## src/rtl/gpu_mem_pkg.sv

```systemverilog
// Shared types for the GPU DRAM request path.
//   arb_state_t : arbiter FSM encoding (ARB -> CMD -> RSP [-> DRAIN] -> ARB)
//   mem_req_t   : one latched single-beat request (write flag, address, write data)
//   MEM_ADDR_W / MEM_DATA_W bound the request fields; arbiter widths must not exceed them.
package gpu_mem_pkg;

    localparam int MEM_ADDR_W = 32;
    localparam int MEM_DATA_W = 32;

    localparam logic [1:0] AXI_RESP_OKAY = 2'b00;

    typedef enum logic [1:0] {
        ARB   = 2'd0,
        CMD   = 2'd1,
        RSP   = 2'd2,
        DRAIN = 2'd3
    } arb_state_t;

    typedef struct packed {
        logic                  we;
        logic [MEM_ADDR_W-1:0] addr;
        logic [MEM_DATA_W-1:0] wdata;
    } mem_req_t;

endpackage

```

## src/rtl/rr_pick.sv

```systemverilog
// Combinational round-robin picker.
//   req        : request vector
//   ptr        : highest-priority index this round (must be < N)
//   gnt_onehot : winner as a one-hot vector, zero when no request
//   gnt_idx    : winner index (0 when no request)
//   any        : at least one request present
// The request vector is duplicated so that a search starting at ptr and wrapping
// past N-1 becomes a plain lowest-set-bit search over 2N bits.
module rr_pick #(
    parameter  int N  = 3,
    localparam int PW = $clog2(N)
) (
    input  logic [N-1:0]  req,
    input  logic [PW-1:0] ptr,
    output logic [N-1:0]  gnt_onehot,
    output logic [PW-1:0] gnt_idx,
    output logic          any
);

    logic [2*N-1:0] dbl_s;
    logic [2*N-1:0] masked_s;
    logic [2*N-1:0] first_s;

    // Mask off positions below ptr, isolate the lowest surviving bit, fold halves.
    always_comb begin
        dbl_s      = {req, req};
        masked_s   = dbl_s & ({(2*N){1'b1}} << ptr);
        first_s    = masked_s & (~masked_s + (2*N)'(1'b1));
        gnt_onehot = first_s[N-1:0] | first_s[2*N-1:N];
        any        = |req;
    end

    // Encode the one-hot winner into an index.
    always_comb begin
        gnt_idx = '0;
        for (int i = 0; i < N; i++) begin
            gnt_idx = gnt_idx | (gnt_onehot[i] ? PW'(i) : '0);
        end
    end

endmodule

```

## src/rtl/dram_req_arbiter.sv

```systemverilog
// Round-robin arbiter sharing one DRAM command channel between NUM_MASTERS GPU
// requesters, one single-beat transaction in flight at a time, with a response
// watchdog that turns a hung access into an error response.
// Ports:
//   clk, rst_n                 clock, synchronous active-low reset
//   req_valid/ready/we         per-master handshake and write flag
//   req_addr/req_wdata         flattened per-master fields (master i at [i*W +: W])
//   rsp_valid/rdata/err        registered one-cycle response to the granted master
//   m_cmd_*                    command to the downstream AXI master FSM
//   m_rsp_*                    completion from the downstream FSM
//   o_busy                     arbiter not idle in ARB
//   o_gnt_id                   current / last granted master
// ADDR_WIDTH / DATA_WIDTH must not exceed the package request field widths.
module dram_req_arbiter
    import gpu_mem_pkg::*;
#(
    parameter  int NUM_MASTERS    = 3,
    parameter  int ADDR_WIDTH     = 32,
    parameter  int DATA_WIDTH     = 32,
    parameter  int TIMEOUT_CYCLES = 1024,
    localparam int GW             = $clog2(NUM_MASTERS)
) (
    input  logic                              clk,
    input  logic                              rst_n,
    input  logic [NUM_MASTERS-1:0]            req_valid,
    output logic [NUM_MASTERS-1:0]            req_ready,
    input  logic [NUM_MASTERS-1:0]            req_we,
    input  logic [NUM_MASTERS*ADDR_WIDTH-1:0] req_addr,
    input  logic [NUM_MASTERS*DATA_WIDTH-1:0] req_wdata,
    output logic [NUM_MASTERS-1:0]            rsp_valid,
    output logic [DATA_WIDTH-1:0]             rsp_rdata,
    output logic                              rsp_err,
    output logic                              m_cmd_valid,
    input  logic                              m_cmd_ready,
    output logic                              m_cmd_we,
    output logic [ADDR_WIDTH-1:0]             m_cmd_addr,
    output logic [DATA_WIDTH-1:0]             m_cmd_wdata,
    input  logic                              m_rsp_valid,
    output logic                              m_rsp_ready,
    input  logic [DATA_WIDTH-1:0]             m_rsp_rdata,
    input  logic                              m_rsp_err,
    output logic                              o_busy,
    output logic [GW-1:0]                     o_gnt_id
);

    // A zero timeout disables the watchdog; keep the counter at least one bit wide.
    localparam int          CW        = (TIMEOUT_CYCLES == 0) ? 1 : $clog2(TIMEOUT_CYCLES + 1);
    localparam int unsigned TO_LAST_I = (TIMEOUT_CYCLES == 0) ? 0 : TIMEOUT_CYCLES - 1;
    localparam logic [CW-1:0] TO_LAST = CW'(TO_LAST_I);
    localparam logic [CW-1:0] CNT_MAX = '1;
    localparam logic [GW-1:0] LAST_IDX = GW'(NUM_MASTERS - 1);
    localparam logic [NUM_MASTERS-1:0] ONE_HOT0 = {{(NUM_MASTERS-1){1'b0}}, 1'b1};
    localparam bit WDOG_EN = (TIMEOUT_CYCLES != 0);

    arb_state_t             state_q;
    logic [GW-1:0]          rr_ptr_q;
    logic [GW-1:0]          gnt_id_q;
    mem_req_t               req_q;
    logic [CW-1:0]          wd_cnt_q;
    logic [NUM_MASTERS-1:0] rsp_valid_q;
    logic [DATA_WIDTH-1:0]  rsp_rdata_q;
    logic                   rsp_err_q;

    logic [NUM_MASTERS-1:0] pick_gnt_s;
    logic [GW-1:0]          pick_idx_s;
    logic                   pick_any_s;
    logic                   wd_fire_s;

    rr_pick #(.N(NUM_MASTERS)) u_rr_pick (
        .req        (req_valid),
        .ptr        (rr_ptr_q),
        .gnt_onehot (pick_gnt_s),
        .gnt_idx    (pick_idx_s),
        .any        (pick_any_s)
    );

    assign wd_fire_s = WDOG_EN && (wd_cnt_q == TO_LAST);

    // The accept is suppressed while reset is asserted so no requester sees a
    // handshake the FSM is about to discard.
    assign req_ready   = ((state_q == ARB) && rst_n) ? pick_gnt_s : '0;
    assign m_cmd_valid = (state_q == CMD);
    assign m_cmd_we    = req_q.we;
    assign m_cmd_addr  = req_q.addr[ADDR_WIDTH-1:0];
    assign m_cmd_wdata = req_q.wdata[DATA_WIDTH-1:0];
    assign m_rsp_ready = (state_q == RSP) || (state_q == DRAIN);
    assign o_busy      = (state_q != ARB);
    assign o_gnt_id    = gnt_id_q;
    assign rsp_valid   = rsp_valid_q;
    assign rsp_rdata   = rsp_rdata_q;
    assign rsp_err     = rsp_err_q;

    // Arbitration FSM, request latch, watchdog and registered response path.
    always_ff @(posedge clk) begin
        if (!rst_n) begin
            state_q     <= ARB;
            rr_ptr_q    <= '0;
            gnt_id_q    <= '0;
            req_q       <= '0;
            wd_cnt_q    <= '0;
            rsp_valid_q <= '0;
            rsp_rdata_q <= '0;
            rsp_err_q   <= 1'b0;
        end else begin
            rsp_valid_q <= '0;
            case (state_q)
                ARB: begin
                    if (pick_any_s) begin
                        req_q.we    <= req_we[pick_idx_s];
                        req_q.addr  <= MEM_ADDR_W'(req_addr[pick_idx_s*ADDR_WIDTH +: ADDR_WIDTH]);
                        req_q.wdata <= MEM_DATA_W'(req_wdata[pick_idx_s*DATA_WIDTH +: DATA_WIDTH]);
                        gnt_id_q    <= pick_idx_s;
                        rr_ptr_q    <= (pick_idx_s == LAST_IDX) ? '0 : pick_idx_s + GW'(1'b1);
                        state_q     <= CMD;
                    end
                end
                CMD: begin
                    if (m_cmd_ready) begin
                        wd_cnt_q <= '0;
                        state_q  <= RSP;
                    end
                end
                RSP: begin
                    if (wd_cnt_q != CNT_MAX) begin
                        wd_cnt_q <= wd_cnt_q + CW'(1'b1);
                    end
                    // A real completion takes precedence over a same-cycle timeout.
                    if (m_rsp_valid) begin
                        rsp_valid_q <= ONE_HOT0 << gnt_id_q;
                        rsp_rdata_q <= req_q.we ? '0 : m_rsp_rdata;
                        rsp_err_q   <= m_rsp_err;
                        state_q     <= ARB;
                    end else if (wd_fire_s) begin
                        rsp_valid_q <= ONE_HOT0 << gnt_id_q;
                        rsp_rdata_q <= '0;
                        rsp_err_q   <= 1'b1;
                        state_q     <= DRAIN;
                    end
                end
                DRAIN: begin
                    // Swallow the late completion so it cannot be paired with a new grant.
                    if (m_rsp_valid) begin
                        state_q <= ARB;
                    end
                end
                default: state_q <= ARB;
            endcase
        end
    end

endmodule

```

## config.mk

```make
export PLATFORM = sky130hd
export DESIGN_NAME = dram_req_arbiter
export DESIGN_NICKNAME = d
export VERILOG_FILES = /design/src/rtl/gpu_mem_pkg.sv /design/src/rtl/rr_pick.sv /design/src/rtl/dram_req_arbiter.sv
export SDC_FILE = /design/constraint.sdc
export NUM_CORES = 1
export LEC_CHECK = 0
export CORE_ASPECT_RATIO = 0.6
export CORE_MARGIN = 8
export CORE_UTILIZATION = 35
export CTS_CLUSTER_SIZE = 12
export DETAILED_ROUTE_END_ITERATION = 7
export PLACE_DENSITY = 0.85
export SLEW_MARGIN = 0
export SYNTH_ARGS = -nofsm -noshare
export SYNTH_HDL_FRONTEND = slang
export SYNTH_SLANG_ARGS = --single-unit
```

## constraint.sdc

```tcl
create_clock -name clk -period 1.7 [get_ports clk]
set_input_delay 0.34 -clock clk [delete_from_list [all_inputs] [get_ports clk]]
set_output_delay 0.34 -clock clk [all_outputs]
set_load 0.01 [all_outputs]
```

==> results of run 1 <==
==> registers in the layout, indices dropped and copies added, names as in the netlist <==
register     flops
state_q          2
o_gnt_id         2
rsp_rdata       32
m_cmd_addr      32
rr_ptr_q         2
m_cmd_we         1
m_cmd_wdata     32
rsp_err          1
wd_cnt_q        11
rsp_valid        3
==> synthesized netlist by cell type, types with 3 or more instances <==
library cell	instances	area [um2]
a21oi_1	74	370
buf_6	4	45.0
nor2b_1	3	18.8
a41oi_2	23	374
o21ai_0	132	661
nand3_1	4	20.0
nor2_1	13	48.8
dfxtp_1	118	2360
o21ai_1	3	15.0
a22o_1	32	280
nand2b_1	6	37.5
a41oi_1	43	377
clkbuf_1	64	240
buf_2	11	55.1
nand4_1	68	425
inv_1	4	15.0
nor3_1	11	55.1
nand2_1	80	300
==> cell families (layout without fill, tap and decap cells) <==
logic type / count (synthesis) / after routing
compound gates: 321 / 321
xor+xnor: 1 / 1
fa+ha+maj: 1 / 1
buf+inv: 87 / 428
flops: 118 / 118
mux: 2 / 2
other cells: 0 / 1
simple gates: 199 / 199
==> repair_timing <==
action | in CTS | in global routing
setup buffers | 0 | 1
setup endpoints to repair | 78 | 117
endpoints found under the hold margin | 0 | 0
pin swaps | 3 | 4
cloned | 0 | 0
resized for setup | 63 | 34
==> routing by layer <==
layer | wire length [um] | share of wire | up-vias
li1 | - | - | 3472
met1 | 11600 | 0.40 | 3772
met2 | 13800 | 0.47 | 457
met3 | 3200 | 0.11 | 48
met4 | 685 | 0.023 | 0
met5 | 0 | 0 | -
==> through the flow <==
step | TNS (ps) | area, um2 | instances | worst slack [ps] | util
finish | -1740 | 10900 | 1305 | -111 | 0.642
global route | -6180 | 10900 | 1305 | -144 | 0.642
CTS | -1150 | 10700 | 1303 | -81.9 | 0.634
detailed placement | -35040 | 9900 | 1271 | -538 | 0.584
global placement | -29960 | 9900 | 1271 | -501 | 0.584
floorplan | 0 | 5980 | 729 | 1.02 | -
==> area by class of cell <==
type | instances | area (um2)
Antenna cell | 1 | 2.50
Clock buffer | 17 | 425
Clock inverter | 15 | 169
Fill cell | 1358 | 6070
Inverter | 5 | 18.8
Multi-Input combinational cell | 524 | 3640
Sequential cell | 118 | 2370
Tap cell | 234 | 293
Timing Repair Buffer | 391 | 3950
==> worst reg2reg max path: cells and delay by family (launching register included) <==
family / cells / cell delay, ps
compound gates: 1 / 220
simple gates: 3 / 670
flops: 1 / 320
buf+inv: 3 / 510
==> report_power, final <==
part           internal, uW  switching [uW]  leakage (uW)
clock                  2200            1510      0.000289
sequential             3020             146      0.000972
combinational          1430            1360       0.00261
==> worst min-delay path by stage <==
stage | endpoint | cells past startpoint | start | slack [ps]
after floorplan | wd_cnt_q[1]$_SDFFE_PN0P_ | 2 | wd_cnt_q[1]$_SDFFE_PN0P_ | 450
after global placement | rsp_rdata[18]$_SDFFE_PN0P_ | 1 | rsp_rdata[18]$_SDFFE_PN0P_ | 460
after detailed placement | rsp_rdata[28]$_SDFFE_PN0P_ | 1 | rsp_rdata[28]$_SDFFE_PN0P_ | 460
after CTS | rr_ptr_q[0]$_SDFFE_PN0P_ | 4 | rst_n | 440
after global routing | rr_ptr_q[0]$_SDFFE_PN0P_ | 4 | rst_n | 480
final | rr_ptr_q[0]$_SDFFE_PN0P_ | 4 | rst_n | 440
==> summary.txt, run 1 <==
Outcome
  • Status: complete, but fails checks
  • Failing checks: setup timing

Drt
  • DR vias: 7,749
  • Final wirelength: 29,300 um
  • DRC violations left: 0
  • Drt wl/cell: 22.5 um
  • Initial drt markers: just under 600
  • DR vias/cell: 5.94
  • Routed Antenna Nets: 0
  • First-pass DRT Iterations: 5

Synth
  • Synth Area in Simple Gates: 0.169
  • Synthesized area: about 6000 um2
  • Synth Register Bits: around 120
  • Largest family of logic cells by synthesized area: compound AO/OA/AOI/OAI gates
  • Synth Area in Compound Gates: 0.366
  • Yosys warning count: 0
  • Top FF cell, synth: dfxtp_1
  • Post-synthesis adder-cell area fraction: 0.00209
  • Ys async rst share: 0
  • Avg Cell Area, Syn: ~8 um2
  • Post-synth EDFFs: 0
  • Unique cell type count in the Yosys netlist: 45
  • Xor and xnor area share after synthesis: 0.00147
  • Sequential area share after synthesis: 0.395
  • Post-Syn Nets: roughly 970
  • Multiplexer area fraction after synthesis: 0.00335
  • Cells after Synth: about 730

Critical path
  • Max FO, Critical Path: 28
  • Critical Path Stages: 7
  • CP Launch Point: rr_ptr_q[1]$_SDFFE_PN0P_
  • CP Cell Sequence: buf_4, and3b_2, buf_4, and3b_2, buf_12, nand2_1, a41oi_2
  • Crit path kind: reg -> reg
  • CP required: 2020 ps
  • Endpoint class of the critical path: flip-flop
  • Worst EP arrival: approximately 2100 ps
  • FF-to-FF setup slack: -110 ps
  • Startpoint Class: flip-flop
  • Delay-heaviest family, CP: simple AND/OR/NAND/NOR gates
  • Crit path max-delay cell type: dfxtp_1
  • R2R cell count: 7
  • Critical path destination: m_cmd_addr[21]$_SDFFE_PN0P_
  • Reg2reg end: m_cmd_addr[21]$_SDFFE_PN0P_
  • Worst r2r src: rr_ptr_q[1]$_SDFFE_PN0P_
  • Critical path buffers and inverters: 3
  • CP max stage delay: ~320 ps

Global routing
  • Initial antenna violation count: 1
  • First-pass GRT wire length: approximately 44,000 um
  • Met2 GRT Util: 0.429
  • Gr ovfl total: 0
  • GRT Overall Usage: 0.255
  • Pin count of the biggest net entering global routing: 73
  • Met1 GRT Util: 0.311
  • Gr busiest metal: met2
  • Routing usage on met3: 0.0848
  • Number of global-route vias before repair: between 7,000 and 8,000

Clock tree
  • H-tree depth: 4
  • Clock slew seen by the registers of the worst setup and hold paths: 60 ps
  • TritonCTS sink count: around 120
  • CTS root buffer: clkbuf_16
  • Cts bufs inserted: 17
  • Clk buf depth: 2
  • TritonCTS clock tree: done
  • Skew-Pair Late Insertion Delay: 400 ps
  • Hold buffer count at cts: 0

STA
  • Hold violation total from the final report: 0
  • Fin. max-slew vios: 0
  • Hold slack: around 440 ps
  • Final setup fails: between 60 and 70
  • Clock skew: about 13 ps
  • Worst slew pin tran: around 610 ps
  • Post-route setup slack: -111 ps
  • Max-slew headroom: 0.593
  • RSZ-0062 raised after global routing: true
  • Minimum clock period: roughly 1800 ps
  • Final period utilization: 1.07
  • Fmax: approximately 550 MHz

Pwr
  • Total power: between 9000 and 10,000 uW
  • Power density cells: between 800 and 900 nW/um2
  • Leak Pwr: 0.00387 uW
  • VDD IR max: between 0.4 and 0.5 mV

Layout
  • Most frequent cells in the layout: clkdlybuf4s50_1 (319), o21ai_0 (130), dfxtp_1 (112), nand2_1 (77), a21oi_1 (74)
  • Area Overhead vs Synth: 82.0%
  • Fin nets: ~1,300
  • Layout cells sized above 1: 0.168
  • Most common library cell in the layout ignoring fill and taps: clkdlybuf4s50_1

Flow run
  • # Max-Cap Violations: 0

Floorplanning
  • Die width: 185 um
  • Initial Util: 0.353
  • Core ar.: around 17,000 um2
  • FP Rows: 37
  • Vert. Die Dim: ~120 um
  • I/O pin count: about 340
  • Die area: between 20,000 and 25,000 um2

Placed design
  • Routability cong.: roughly 0.89
  • Detailed placement HPWL: around 20,000 um
  • Buffers on Ports: around 340

Hold path
  • Hold crit path type: in -> reg
Power figures use the tool's default switching activity.
==> run 2, diff against run 1 <==
--- a/config.mk
+++ b/config.mk
@@ -5,12 +5,14 @@
 export SDC_FILE = /design/constraint.sdc
 export NUM_CORES = 1
 export LEC_CHECK = 0
+export CAP_MARGIN = 5
 export CORE_ASPECT_RATIO = 0.6
-export CORE_MARGIN = 8
+export CORE_MARGIN = 10
 export CORE_UTILIZATION = 35
 export CTS_CLUSTER_SIZE = 12
 export DETAILED_ROUTE_END_ITERATION = 7
 export PLACE_DENSITY = 0.85
+export SKIP_LAST_GASP = 1
 export SLEW_MARGIN = 0
 export SYNTH_ARGS = -nofsm -noshare
 export SYNTH_HDL_FRONTEND = slang
==> summary.txt, run 2 (synthesis gave the netlist of run 1 again) <==
Outcome
  • Status: complete, but fails checks
  • Failing checks: setup timing

Critical path
  • Endpoint class of the critical path: flip-flop
  • CP required: 2030 ps
  • Max FO, Critical Path: 8
  • Worst EP arrival: between 2000 and 2500 ps
  • Startpoint Class: flip-flop
  • Crit path kind: reg -> reg

STA
  • Post-Route Setup TNS: -5300 ps
  • Final setup fails: 68
  • RSZ-0062 raised after global routing: true
  • Fin. max-slew vios: 0
  • Worst slew pin tran: about 860 ps
  • Post-route setup slack: -173 ps
  • Fmax: around 530 MHz
  • Max-slew headroom: 0.430
  • Final period utilization: 1.10
  • Clock skew: approximately 19 ps
  • Hold violation total from the final report: 0
  • Minimum clock period: between 1500 and 2000 ps

Floorplanning
  • Initial Util: 0.362
  • Die width: between 150 and 200 um
  • Core ar.: roughly 16,000 um2
  • Die area: about 23,000 um2
  • FP Rows: 36
  • I/O pin count: roughly 340
  • Vert. Die Dim: roughly 120 um

Hold path
  • Hold crit path type: reg -> reg

Layout
  • Most common library cell in the layout ignoring fill and taps: clkdlybuf4s50_1
  • Design Area, Final: 11,100 um2
  • Ant diodes: 0
  • Final cell count without fillers: between 1,000 and 1,500
  • Layout cells sized above 1: 0.183
  • Most frequent cells in the layout: clkdlybuf4s50_1 (305), o21ai_0 (131), dfxtp_1 (113), a21oi_1 (74), nand4_1 (68)
  • Area Overhead vs Synth: 86.6%
  • Fin nets: approximately 1,300

Placed design
  • Placed cell area: 9870 um2
  • DP Cell Count: ~1,300
  • Routability cong.: around 0.86
  • Buffers on Ports: around 340
  • Detailed placement HPWL: ~21,000 um

Global routing
  • Number of global-route vias before repair: slightly below 8,000
  • First-pass GRT wire length: 44,700 um
  • Met1 GRT Util: 0.289
  • Pin count of the biggest net entering global routing: 73
  • Met2 GRT Util: 0.406
  • Initial antenna violation count: 0
  • GRT Overall Usage: 0.243
  • Routing usage on met3: 0.0910
  • Gr ovfl total: 0
  • Gr busiest metal: met2

Pwr
  • NetSw: about 3100 uW
  • Power density cells: between 800 and 900 nW/um2
  • Clock power frac: 0.391
  • VDD IR max: roughly 0.55 mV
  • Cell-internal power: 6910 uW
  • Leak Pwr: around 0.0043 uW
  • Comb power frac: 0.292
  • Part of the power in registers: 0.316
  • Sw Ratio: 0.311

Drt
  • DR vias/cell: 5.93
  • Initial drt markers: between 800 and 900
  • Routed Antenna Nets: 0
  • First-pass DRT Iterations: 5
  • DR vias: between 7,000 and 8,000
  • DRC violations left: 0
  • Final wirelength: about 31,000 um
  • Drt wl/cell: between 20 and 25 um

Clock tree
  • Hold buffer count at cts: 0
  • Skew-Pair Late Insertion Delay: roughly 410 ps
  • TritonCTS sink count: 118
  • Clk buf depth: 2
  • Clock slew seen by the registers of the worst setup and hold paths: ~70 ps
  • H-tree depth: 4
  • CTS root buffer: clkbuf_16
  • TritonCTS clock tree: done
  • Cts bufs inserted: 17

Flow run
  • # Max-Cap Violations: 0
[run 2: cell types whose count changed in the layout (fill, tap and decap cells not counted), sizes merged]
cell           before  now
clkbuf             17   21
dlygate4sd2         5    8
inv                12   16
diode               1    0
clkdlybuf4s15       2    1
dlymetal6s2s       12   23
buf                53   59
clkinvlp            2    1
clkdlybuf4s50     319  305
bufinv              2    3
clkinv              4    0
[run 2: path summary, 6_finish.rpt]
path                             start                           end  slack (ps)  depth (start not counted)
max           rr_ptr_q[1]$_SDFFE_PN0P_  m_cmd_wdata[31]$_SDFFE_PN0P_        -170                          8
min          rsp_rdata[3]$_SDFFE_PN0P_     rsp_rdata[3]$_SDFFE_PN0P_         470                          1
max reg2reg   rr_ptr_q[1]$_SDFFE_PN0P_  m_cmd_wdata[31]$_SDFFE_PN0P_        -170                          8
min reg2reg  rsp_rdata[3]$_SDFFE_PN0P_     rsp_rdata[3]$_SDFFE_PN0P_         470                          1
[run 2: area by class of cell]
class	count	area, um2
Clock buffer	17	425
Clock inverter	15	204
Fill cell	1255	5340
Inverter	5	18.8
Multi-Input combinational cell	524	3700
Sequential cell	118	2370
Tap cell	228	285
Timing Repair Buffer	400	4140
[run 2: power by group through the flow]
| stage | Combinational (uW) | Sequential (uW) | Clock (uW) |
|---|---|---|---|
| after global placement | 2570 | 3210 | 0 |
| after CTS | 2680 | 3160 | 3980 |
| after detailed placement | 2620 | 3210 | 0 |
| after global routing | 3110 | 3190 | 4130 |
| after floorplan | 960 | 3310 | 0 |
| final | 2930 | 3170 | 3920 |
[run 2: per-stage QoR]
| stage | setup slack [ps] | total power [uW] | utilization | hold slack (ps) |
|---|---|---|---|---|
| after global placement | -521 | 5780 | 0.599 | 455 |
| after CTS | -267 | 9830 | 0.643 | 456 |
| after detailed placement | -563 | 5830 | 0.599 | 454 |
| after global routing | -199 | 10400 | 0.676 | 490 |
| final | -173 | 10000 | 0.676 | 470 |
| after floorplan | 1.02 | 4270 | - | 447 |
[run 2: critical path, cell delays in order (launching register included)]
cell,delay [ps]
dfxtp_2,330
buf_4,140
and3b_2,240
buf_6,120
and3b_4,370
buf_8,160
clkbuf_16,180
nand2_1,80
a41oi_2,180
[run 2: per-layer routing]
metal,up-vias,wire [um]
met3,46,3750
met1,3722,11900
met4,0,574
met2,483,14700
met5,-,0
li1,3493,-
[run 2: repair_timing]
action | in CTS | in global routing
gates cloned | 2 | 3
endpoints found under the setup margin | 79 | 129
pin swaps | 3 | 40
gates resized for setup | 36 | 115
buffers inserted | 2 | 6
==> run 3, diff against run 2 <==
--- a/config.mk
+++ b/config.mk
@@ -9,6 +9,7 @@
 export CORE_ASPECT_RATIO = 0.6
 export CORE_MARGIN = 10
 export CORE_UTILIZATION = 35
+export CTS_CLUSTER_DIAMETER = 150
 export CTS_CLUSTER_SIZE = 12
 export DETAILED_ROUTE_END_ITERATION = 7
 export PLACE_DENSITY = 0.85
==> results of run 3 <==
No change in the layout: final DEF, timing and power equal those of run 2.
